**config.mk**
```make
export PLATFORM = sky130hd
export DESIGN_NAME = voq_rx_arbiter
export DESIGN_NICKNAME = d
export VERILOG_FILES = /design/src/rtl/voq_rx_arbiter.sv
export SDC_FILE = /design/constraint.sdc
export NUM_CORES = 1
export LEC_CHECK = 0
export CORE_AREA = 2 2 126 128
export CTS_CLUSTER_SIZE = 24
export DETAILED_ROUTE_END_ITERATION = 10
export DIE_AREA = 0 0 128 130
export GPL_ROUTABILITY_DRIVEN = 0
export PLACE_DENSITY = 0.78
export SLEW_MARGIN = 10
export SYNTH_ARGS = -nofsm -noshare
export SYNTH_HDL_FRONTEND = slang
export SYNTH_SLANG_ARGS = --single-unit
export TNS_END_PERCENT = 50
```
**constraint.sdc**
```tcl
create_clock -name clk -period 4.2 [get_ports clk]
set_input_delay 0.63 -clock clk [delete_from_list [all_inputs] [get_ports clk]]
set_output_delay 0.63 -clock clk [all_outputs]
set_load 0.01 [all_outputs]
```
**src/rtl/voq_rx_arbiter.sv**
```systemverilog
// rtl/voq_rx_arbiter.sv - round-robin frame arbiter feeding the VOQ ingress bus
// Grants one receive port per frame, polices length/destination, honours delayed VOQ full.
module voq_rx_arbiter #(
  parameter int PORT_NUB   = 8,
  parameter int DATA_WIDTH = 32,
  parameter int WIDTH_SEL  = $clog2(PORT_NUB),
  parameter int LENGTH_MAX = 16
) (
  input  logic                            clk,
  input  logic                            rst_n,
  input  logic [PORT_NUB-1:0]             rx_valid,
  input  logic [PORT_NUB*DATA_WIDTH-1:0]  rx_data,
  input  logic [PORT_NUB-1:0]             rx_last,
  output logic [PORT_NUB-1:0]             rx_ready,
  input  logic                            voq_full_in,
  output logic [WIDTH_SEL+DATA_WIDTH-1:0] data_out,
  output logic [WIDTH_SEL-1:0]            nub,
  output logic                            valid_out,
  output logic                            last_out,
  output logic                            frame_err
);
  localparam int CNT_W = $clog2(LENGTH_MAX + 1);

  typedef enum logic [1:0] {IDLE, HDR, XFER, DRAIN} state_t;

  state_t                state;
  logic                  full_q;
  logic [WIDTH_SEL-1:0]  ptr, grant, dest_q, arb_idx, hdr_dest, next_ptr;
  logic [WIDTH_SEL:0]    scan;
  logic                  arb_found;
  logic [CNT_W-1:0]      cnt;
  logic [DATA_WIDTH-1:0] cur_word;
  logic                  cur_valid, cur_last, accept, dest_bad, at_max;

  // Rotating priority scan starting at ptr, wrapping modulo PORT_NUB.
  always_comb begin
    arb_found = 1'b0;
    arb_idx   = '0;
    scan      = '0;
    for (int i = 0; i < PORT_NUB; i++) begin
      scan = {1'b0, ptr} + (WIDTH_SEL+1)'(i);
      if (scan >= (WIDTH_SEL+1)'(PORT_NUB))
        scan = scan - (WIDTH_SEL+1)'(PORT_NUB);
      if (!arb_found && rx_valid[scan[WIDTH_SEL-1:0]]) begin
        arb_found = 1'b1;
        arb_idx   = scan[WIDTH_SEL-1:0];
      end
    end
  end

  always_comb begin
    cur_word  = '0;
    cur_valid = 1'b0;
    cur_last  = 1'b0;
    for (int i = 0; i < PORT_NUB; i++) begin
      if (grant == WIDTH_SEL'(i)) begin
        cur_word  = rx_data[i*DATA_WIDTH +: DATA_WIDTH];
        cur_valid = rx_valid[i];
        cur_last  = rx_last[i];
      end
    end
  end

  // DRAIN ignores backpressure: discarded beats never reach the VOQ.
  always_comb begin
    rx_ready = '0;
    if (state == DRAIN || ((state == HDR || state == XFER) && !full_q))
      rx_ready[grant] = 1'b1;
  end

  assign accept   = cur_valid && (|rx_ready);
  assign hdr_dest = cur_word[WIDTH_SEL-1:0];
  assign dest_bad = {1'b0, hdr_dest} >= (WIDTH_SEL+1)'(PORT_NUB);
  assign at_max   = (cnt == CNT_W'(LENGTH_MAX - 1));
  assign next_ptr = (arb_idx == WIDTH_SEL'(PORT_NUB - 1)) ? '0 : arb_idx + WIDTH_SEL'(1);

  always_ff @(posedge clk or negedge rst_n) begin
    if (!rst_n) begin
      state     <= IDLE;
      full_q    <= 1'b0;
      ptr       <= '0;
      grant     <= '0;
      dest_q    <= '0;
      cnt       <= '0;
      data_out  <= '0;
      nub       <= '0;
      valid_out <= 1'b0;
      last_out  <= 1'b0;
      frame_err <= 1'b0;
    end else begin
      full_q    <= voq_full_in;
      frame_err <= 1'b0;
      if (!full_q) begin
        valid_out <= 1'b0;
        last_out  <= 1'b0;
      end
      case (state)
        IDLE: begin
          if (!full_q && arb_found) begin
            grant <= arb_idx;
            ptr   <= next_ptr;
            state <= HDR;
          end
        end
        HDR: begin
          if (accept) begin
            if (dest_bad) begin
              frame_err <= 1'b1;
              state     <= cur_last ? IDLE : DRAIN;
            end else begin
              dest_q    <= hdr_dest;
              data_out  <= {hdr_dest, cur_word};
              nub       <= grant;
              valid_out <= 1'b1;
              last_out  <= cur_last;
              cnt       <= CNT_W'(1);
              state     <= cur_last ? IDLE : XFER;
            end
          end
        end
        XFER: begin
          if (accept) begin
            data_out  <= {dest_q, cur_word};
            nub       <= grant;
            valid_out <= 1'b1;
            cnt       <= cnt + CNT_W'(1);
            if (cur_last) begin
              last_out <= 1'b1;
              state    <= IDLE;
            end else if (at_max) begin
              last_out  <= 1'b1;
              frame_err <= 1'b1;
              state     <= DRAIN;
            end else begin
              last_out <= 1'b0;
            end
          end
        end
        DRAIN: begin
          if (accept && cur_last)
            state <= IDLE;
        end
        default: state <= IDLE;
      endcase
    end
  end
endmodule

```
== After elaboration in Yosys (flattened, before gate mapping) ==
Cells that the tools add are included.
W data, S select, Z words.
Word-level totals
  flip-flop bits (word level): 58
  bits in latches: 0
  memory bits (writable): 0
  ROM bits: 0
  input port bits: 275
  output and inout port bits: 49
  logic and storage cells: 189
  memories kept: 0
Operators by class
  add/sub/neg operators: 17
  $mul: 0
  div/mod/pow operators: 0
  order comparisons: 18
  equality and inequality tests: 17
  shift-type cells: 0
  mux-type cells: 94
  bitwise operators: 0
  reductions and logical operators: 32
Operators by type and width (count)
  $mux W32: 8
  $mux W35: 2
  $pmux W35 S2: 1
  $mux W3: 17
  $mux W1: 44
  $lt A3 B4 Y1 const B: 9
  $ge A4 B4 Y1 const B: 7
  $bmux W1 S3: 8
  $sub A3 B1 Y3 const B: 8
  $add A3 B3 Y4 const B: 4
  $eq A3 B3 Y1 const B: 5
  $mux W2: 7
  $logic_and A1 B1 Y1: 12
  $mux W5: 2
  $pmux W5 S2: 1
  $add A3 B2 Y4 const B: 2
  $logic_not A1 Y1: 8
  $mux W8: 1
  $pmux W2 S4: 1
  $reduce_or A8 Y1: 1
  $eq A3 B2 Y1 const B: 2
  $ne A2 B2 Y1 const B: 3
  $reduce_and A2 Y1: 3
  $add A5 B1 Y5 const B: 1
  other kinds (19): 21

== Logic depth before layout (Yosys ltp) ==
Gate-level depths: netlist of the first run.
  depth in word-level cells: 29
  depth in mapped cells: 16
  gate-level depth less buffers: 13

== Worst setup path before layout of the first run ==
OpenSTA, ideal clock, no wires.
  path kind: reg2reg
  start point: register ptr[0]
  end point: register ptr[2]
  setup time: 0.125 ns
  arrival: 3.334 ns
  required time: 4.075 ns
  path slack: 0.741 ns
  cell stages (with the launch flop): 15
  path buffers: 3
  period minus slack after synthesis: 3.459 ns
  path through: dfrtp_1 buf_6 buf_4 inv_1 ha_1 buf_6 mux4_2 mux2_2 nand2b_1 nand3_1 a22oi_1 nor3_1 ha_1 ha_1 mux2_4
On the way
  word-level cells in the longest chain between the ends: 28
  elaborated cells on any way between the ends: 82
  classes of those cells: add/sub: 16; order compare: 8; eq/ne: 1; mux: 41; reduce/logical: 16
RTL lines
  start, declared: line 28  | logic [WIDTH_SEL-1:0] ptr, grant, dest_q, arb_idx, hdr_dest, next_ptr;
  start signal, assigned: line 101  | ptr <= next_ptr;
  branches (longest 25 deep; another with $add A3 B1 Y4)
  $mux W3 (*): line 44  | if (!arb_found && rx_valid[scan[WIDTH_SEL-1:0]]) begin
  via arb_idx[0]: line 28
  $add A3 B1 Y3 / $eq A3 B3 Y1 (equally long branches): line 75  | assign next_ptr = (arb_idx == WIDTH_SEL'(PORT_NUB - 1)) ? '0 : arb_idx + WIDTH_SEL'(1);
  $mux W3 (*): line 75
  via next_ptr[2]: line 28
Mark *: on every way through the listed nets, which the timed path passes. The select of a mux whose other input is x is not followed.
A chain may end at the register's enable or synchronous reset.

== Worst setup path in the final report of the first run ==
  start point: register ptr[1]
  end point: register ptr[2]
The elaborated chain is that of the path after synthesis.

==> results of run 1 <==
-- critical path, delay by kind of cell (launching register included) --
kind	cells	cell delay, ns
and+or+nand+nor	3	0.89
DFF	1	0.35
muxes	2	0.65
adders and majority gates	3	1.17
AOI/OAI and AO/OA	3	0.41
buffers and inverters	1	0.10
-- sequential cells by signal, indices dropped and copies added, names as in the netlist --
| name | flops |
|---|---|
| cnt | 5 |
| data_out | 35 |
| dest_q | 3 |
| frame_err | 1 |
| full_q | 1 |
| grant | 3 |
| last_out | 1 |
| nub | 3 |
| ptr | 3 |
| state | 2 |
| valid_out | 1 |
-- path summary, 6_finish.rpt --
| kind | end | slack [ns] | start |
|---|---|---|---|
| setup / recovery | ptr[2] | 0.50 | ptr[1] |
| hold / removal | data_out[11] | 0.35 | rst_n |
| setup reg to reg | ptr[2] | 0.50 | ptr[1] |
| hold reg to reg | valid_out | 0.48 | valid_out |
| max in group asynchronous | grant[1] | 2.96 | rst_n |
| min in group clk | valid_out | 0.48 | valid_out |
-- routing by layer --
metal  routed length [um]  vias to the layer above
met1                 8617                     3055
met5                    0                        -
met3                 2235                       49
met4                  865                        0
met2                12850                      326
li1                     -                     3075
-- stage by stage --
step                cell area, um2  utilization  total power, uW  instances  hold slack, ns
floorplan                     5520            -             3709        677          0.3344
global placement              8899       0.5769             5080       1153          0.4643
detailed placement            8899       0.5769             5142       1153          0.4690
CTS                           9218       0.5976             5967       1169          0.3650
global route                  9225       0.5981             6407       1172          0.3945
finish                        9230       0.5984             5967       1174          0.3523
-- logic make-up after synthesis --
group	Yosys count	synth area share
muxes	101	0.2375
buffers and inverters	67	0.05281
xor gates and xnor gates	2	0.003174
and+or+nand+nor	218	0.1698
AOI/OAI and AO/OA	220	0.2489
adders and majority gates	11	0.02493
DFF	58	0.2629
-- area by class of cell --
cell class,count,area (um2)
sequential,58,1458
timing repair buffer,340,3368
clock buffer,10,239.0
multi-input combinational,552,3791
antenna,5,12.51
tap,192,240.2
clock inverter,6,80.08
fill,1421,6195
inverter,11,41.29
-- placed cells by master, fill, tap and decap left out, types with 13 or more instances in the layout --
master	n
clkdlybuf4s50_1	322
nand2_1	119
o21ai_0	85
mux2i_1	63
nor2_1	55
a21oi_1	55
dfrtp_1	55
o221ai_1	27
buf_4	16
mux4_2	13
a22o_1	13
-- power groups by stage --
stage	Combinational, uW	Sequential [uW]	Clock, uW
after detailed placement	4150	995	0
after CTS	4180	994	796
final	4180	996	788
after global placement	4080	1000	0
after floorplan	2740	969	0
after global routing	4550	1030	827
==> results.yml, run 1 <==
outcome:
  status: "finished clean"
cells_and_area:
  nets: 1258
  drive_above_1_share: 0.08188
  syn2layout_area_growth_pct: 67.20
floorplan:
  start_util: 0.3579
  core_area_mm2: 0.01542
  rows: 46
  pin_count: 324
  die_area_mm2: 0.01664
  die-height_um: 130
  dieWidth_um: 128
yosys:
  synth_top_area_share: 0.2629
  synth.most_common_cell: "nand2_1"
  yosys-top-cells-area: "dfrtp_1 26%, mux2i_1 11%, nand2_1 8.1%, o21ai_0 7.8%, mux4_2 5.3%"
  synth_seq_cells: 58
  postSynth.asyncResetShare: 1.000
  yosys_warnings: 0
  synth_common_cells: "119 x nand2_1, 86 x o21ai_0, 63 x mux2i_1"
  ys_seq_area_frac: 0.2629
  ys.flop_type: "dfrtp_1"
  syn-num-nets: 963
  syn_inst: 677
  yosys.cell_types.count: 57
  synth_enable_flop_cells: 0
  syn_area_mm2: 0.005520
  synth_area_leader_cell: "dfrtp_1"
  synth_area_per_cell_um2: 8.154
grt:
  grt_overflow: 0
  antenna_found_initial: 3
  gr-usage-met3: 0.1050
  met2_usage: 0.5300
  busiest_layer: "met2"
  grtUsageTotal: 0.2930
  grt_pass1_vias: 6474
  grt_pass1_wl_um: 36460
  use_met1: 0.3103
  grt_start_max_net_pins: 58
critical_path:
  cp.required_ns: 4.41
  slowest_delay_ns: 0.66
  reg2reg_depth: 12
  critical_path.max_fanout: 13
  cp-start-kind: "register"
  cpMostUsedCell: "ha_1"
  worstSetupPathType: "reg2reg"
  critical_path.cell_chain: "inv_2, ha_1, mux2_2, and3_1, or4b_1, nand2_1, o21ai_0, a21oi_1, o21ai_0, ha_1, ha_1, mux2_4"
  worstPathArrival_ns: 3.91
  cpMaxStageDelayCell: "ha_1"
  cp-end-kind: "register"
power_and_ir_drop:
  sw_frac_of_total: 0.4562
  power_switching_uw: 2722
  intPower_uw: 3245
  clkPwrFrac: 0.132
  seqPwrFrac: 0.167
  p_leak_uw: 0.003826
  combPwrFrac: 0.701
  cellPowerDensity_mw_per_mm2: 646.5
  vdd_drop_max_mv: 0.2878
worst_hold_path:
  hold_path.class: "in2async"
sta:
  timing.setup.tns_ns: 0
  setup_violations: 0
  finalCritPeriodShare: 0.8815
  hold_violations: 0
  fmax_mhz: 270.1
  relSlewSlack: 0.2728
  rsz0062_at_grt: "no"
  fin_worst_skew_ns: 0.01249
  fin_crit_ns: 3.702
  tightest_slew_ns: 1.091
  setup_ws_ns: 0.4976
  slew_viol_final: 0
detailed_routing:
  num_vias: 6505
  routed_wl_um: 24570
  routed_via_density: 5.541
  ant_nets: 0
  drc_errors: 0
  drtIter0Drc: 457
  firstDrtPassIters: 5
  wire_per_inst_um: 20.93
clock_tree:
  holdBufCountCts: 0
  clk_latency_ns: 0.34
  clockRootBuffer: "clkbuf_16"
  path_clk_slew_ns: 0.06
  htree_levels: 3
  cts_tree: "done"
  ctsResizeCount: 0
  cts_made_buffers: 9
  clkSinkCount: 58
  clock_path_buffers: 2
  post-cts-setup-buffer-count: 0
placement:
  io_buffers: 323
  dp_hpwl_um: 19750
  preCtsSetupSlack_ns: 0.4346
run:
  drv_cap: 0
(Power assumes the default switching activity.)
==> run 2: changes to the inputs <==
--- a/config.mk
+++ b/config.mk
@@ -10,8 +10,9 @@
 export DETAILED_ROUTE_END_ITERATION = 10
 export DIE_AREA = 0 0 128 130
 export GPL_ROUTABILITY_DRIVEN = 0
+export GPL_TIMING_DRIVEN = 1
 export PLACE_DENSITY = 0.78
-export SLEW_MARGIN = 10
+export SLEW_MARGIN = 20
 export SYNTH_ARGS = -nofsm -noshare
 export SYNTH_HDL_FRONTEND = slang
 export SYNTH_SLANG_ARGS = --single-unit
==> results of run 2 <==
The final DEF is identical to that of run 1; final timing and power are the same.
==> edit: new RTL, settings of run 2 <==
Set the parameter `DATA_WIDTH` to 16 (it was 32).
--- a/src/rtl/voq_rx_arbiter.sv
+++ b/src/rtl/voq_rx_arbiter.sv
@@ -4,3 +4,3 @@
   parameter int PORT_NUB   = 8,
-  parameter int DATA_WIDTH = 32,
+  parameter int DATA_WIDTH = 16,
   parameter int WIDTH_SEL  = $clog2(PORT_NUB),
Ports: changed (resized data_out and rx_data); port bits go from 324 to 180. No check against the original RTL was run, so the function may have changed too.
==> edit against run 2 <==
Final area down 33%. Worst setup slack better by 0.023 ns. Final cell count down 32%. Sequential cell count down 16. Critical path depth down 1. Area after synthesis down 25%. Wire length down 45%. Core utilization down 20 points. Power down 31%. Critical path type unchanged.
==> edit: results (changes against run 2) <==
{
  "status": {
    "run_status": {"value": "finished, final reports clean", "change": "unchanged"}
  },
  "grt": {
    "grt_first_pass_wirelength": {"value": 21180, "unit": "um", "change": "was 36460 um"},
    "number_of_antenna_violations_at_the_first_check_in_global_routing": {"value": 0, "change": "was 3"},
    "maximum_number_of_pins_on_one_net_before_global_route_repair": {"value": 48, "change": "was 58"},
    "first_global_vias": {"value": 4149, "change": "was 6474"},
    "track_usage": {"value": 0.1604, "change": "was 0.2930"}
  },
  "layout": {
    "n_fill_cell": {"value": 1523, "change": "was 1421"},
    "post_route_cells_drive_above_1_share": {"value": 0.1174, "change": "was 0.08188"}
  },
  "logic_synthesis": {
    "synth_fp_nets": {"value": 610, "change": "was 963"},
    "ys_top_cells_by_area": {"value": "sky130_fd_sc_hd__dfrtp_1 (25%), sky130_fd_sc_hd__mux4_2 (15%), sky130_fd_sc_hd__mux2i_1 (9.6%), sky130_fd_sc_hd__o21ai_0 (5.2%), sky130_fd_sc_hd__mux2_2 (4.9%)", "change": "was sky130_fd_sc_hd__dfrtp_1 (26%), sky130_fd_sc_hd__mux2i_1 (11%), sky130_fd_sc_hd__nand2_1 (8.1%), sky130_fd_sc_hd__o21ai_0 (7.8%), sky130_fd_sc_hd__mux4_2 (5.3%)"},
    "yosys-top-cells-count": {"value": "sky130_fd_sc_hd__nand2_1 (51), sky130_fd_sc_hd__o21ai_0 (43), sky130_fd_sc_hd__dfrtp_1 (42)", "change": "was sky130_fd_sc_hd__nand2_1 (119), sky130_fd_sc_hd__o21ai_0 (86), sky130_fd_sc_hd__mux2i_1 (63)"},
    "netlist-cell-type-count": {"value": 55, "change": "was 57"}
  },
  "cts": {
    "cts_inserted_buffers": {"value": 5, "change": "was 9"},
    "worst_skew_pair.late_latency": {"value": 0.28, "unit": "ns", "change": "was 0.34 ns"}
  },
  "routing": {
    "routed_length_per_instance": {"value": 16.87, "unit": "um", "change": "was 20.93 um"},
    "dr_wl_met2": {"value": 7121, "unit": "um", "change": "was 12850 um"},
    "drt-vias-per-instance": {"value": 5.120, "change": "was 5.541"},
    "dr.first_iter.drc_count": {"value": 212, "change": "was 457"},
    "wl_met1": {"value": 5461, "unit": "um", "change": "was 8617 um"},
    "routed-wl-met3": {"value": 611, "unit": "um", "change": "was 2235 um"},
    "dr.pass1.iters": {"value": 4, "change": "was 5"}
  },
  "power_and_ir_drop": {
    "total_leakage_power": {"value": 0.002513, "unit": "uW", "change": "was 0.003826 uW"},
    "vdd_drop_max": {"value": 0.0002124, "unit": "V", "change": "was 0.0002878 V"}
  },
  "timing": {
    "finClkSkew": {"value": 0.006369, "unit": "ns", "change": "was 0.01249 ns"},
    "remaining_max_slew_budget_at_the_tightest_pin": {"value": 0.3815, "change": "was 0.2728"}
  },
  "placed_design": {
    "hpwl": {"value": 10650, "unit": "um", "change": "was 19750 um"},
    "pre_cts_ws": {"value": 0.4443, "unit": "ns", "change": "was 0.4346 ns"}
  },
  "setup_path": {
    "worst_ep_arrival": {"value": 3.85, "unit": "ns", "change": "was 3.91 ns"}
  }
}
==> edit: power by group <==
group | switching, uW | internal, uW | total [uW]
registers | 185 | 567 | 752
logic | 1510 | 1460 | 2970
clock network | 155 | 220 | 375
==> edit: per-layer routing <==
| metal | vias to the layer above | GRT usage |
|---|---|---|
| met1 | 1952 | 0.1889 |
| met2 | 135 | 0.3039 |
| met3 | 16 | 0.02788 |
| li1 | 1978 | - |
| met5 | - | 0 |
| met4 | 0 | 0.03814 |
==> edit: final cells by class <==
cell class / count / area [um2] / area share
Clock buffer: 6 / 128.9 / 0.02078
Clock inverter: 2 / 13.76 / 0.002219
Inverter: 23 / 86.33 / 0.01392
Multi-Input combinational cell: 345 / 2830 / 0.4563
Sequential cell: 42 / 1054 / 0.1699
Tap cell: 192 / 240.2 / 0.03873
Timing Repair Buffer: 187 / 1849 / 0.2982
==> edit: path summary, 6_finish.rpt <==
path,to,from,depth (start not counted),slack [ns]
max in group asynchronous,grant[1],rst_n,1,3.45
worst max-delay path,ptr[2],ptr[0],11,0.52
worst max register to register,ptr[2],ptr[0],11,0.52
min in group clk,data_out[5],data_out[5],2,0.48
worst min register to register,data_out[5],data_out[5],2,0.48
worst min-delay path,frame_err,rst_n,1,0.34
==> edit: logic make-up after synthesis <==
family                     share of synthesized area
DFF                                           0.2528
muxes                                         0.3075
AOI/OAI and AO/OA                             0.1995
and+or+nand+nor                               0.1294
xor gates and xnor gates                    0.008428
buffers and inverters                        0.06921
adders and majority gates                    0.03310
==> edit: through the flow <==
stage | hold slack (ns) | cell area [um2] | std cells
CTS | 0.4862 | 6200 | 797
detailed placement | 0.4723 | 6057 | 789
global route | 0.3952 | 6202 | 797
global placement | 0.4631 | 6057 | 789
finish | 0.3408 | 6202 | 797
floorplan | 0.3344 | 4158 | 452
==> edit: worst max-delay path: stages (launching register included) <==
cell	delay (ns)
sky130_fd_sc_hd__dfrtp_1	0.54
sky130_fd_sc_hd__ha_1	0.62
sky130_fd_sc_hd__mux2i_1	0.20
sky130_fd_sc_hd__mux4_2	0.51
sky130_fd_sc_hd__a32oi_2	0.31
sky130_fd_sc_hd__and3b_1	0.30
sky130_fd_sc_hd__a21o_1	0.18
sky130_fd_sc_hd__nand3_1	0.12
sky130_fd_sc_hd__inv_1	0.06
sky130_fd_sc_hd__ha_1	0.19
sky130_fd_sc_hd__ha_1	0.27
sky130_fd_sc_hd__mux2_4	0.26
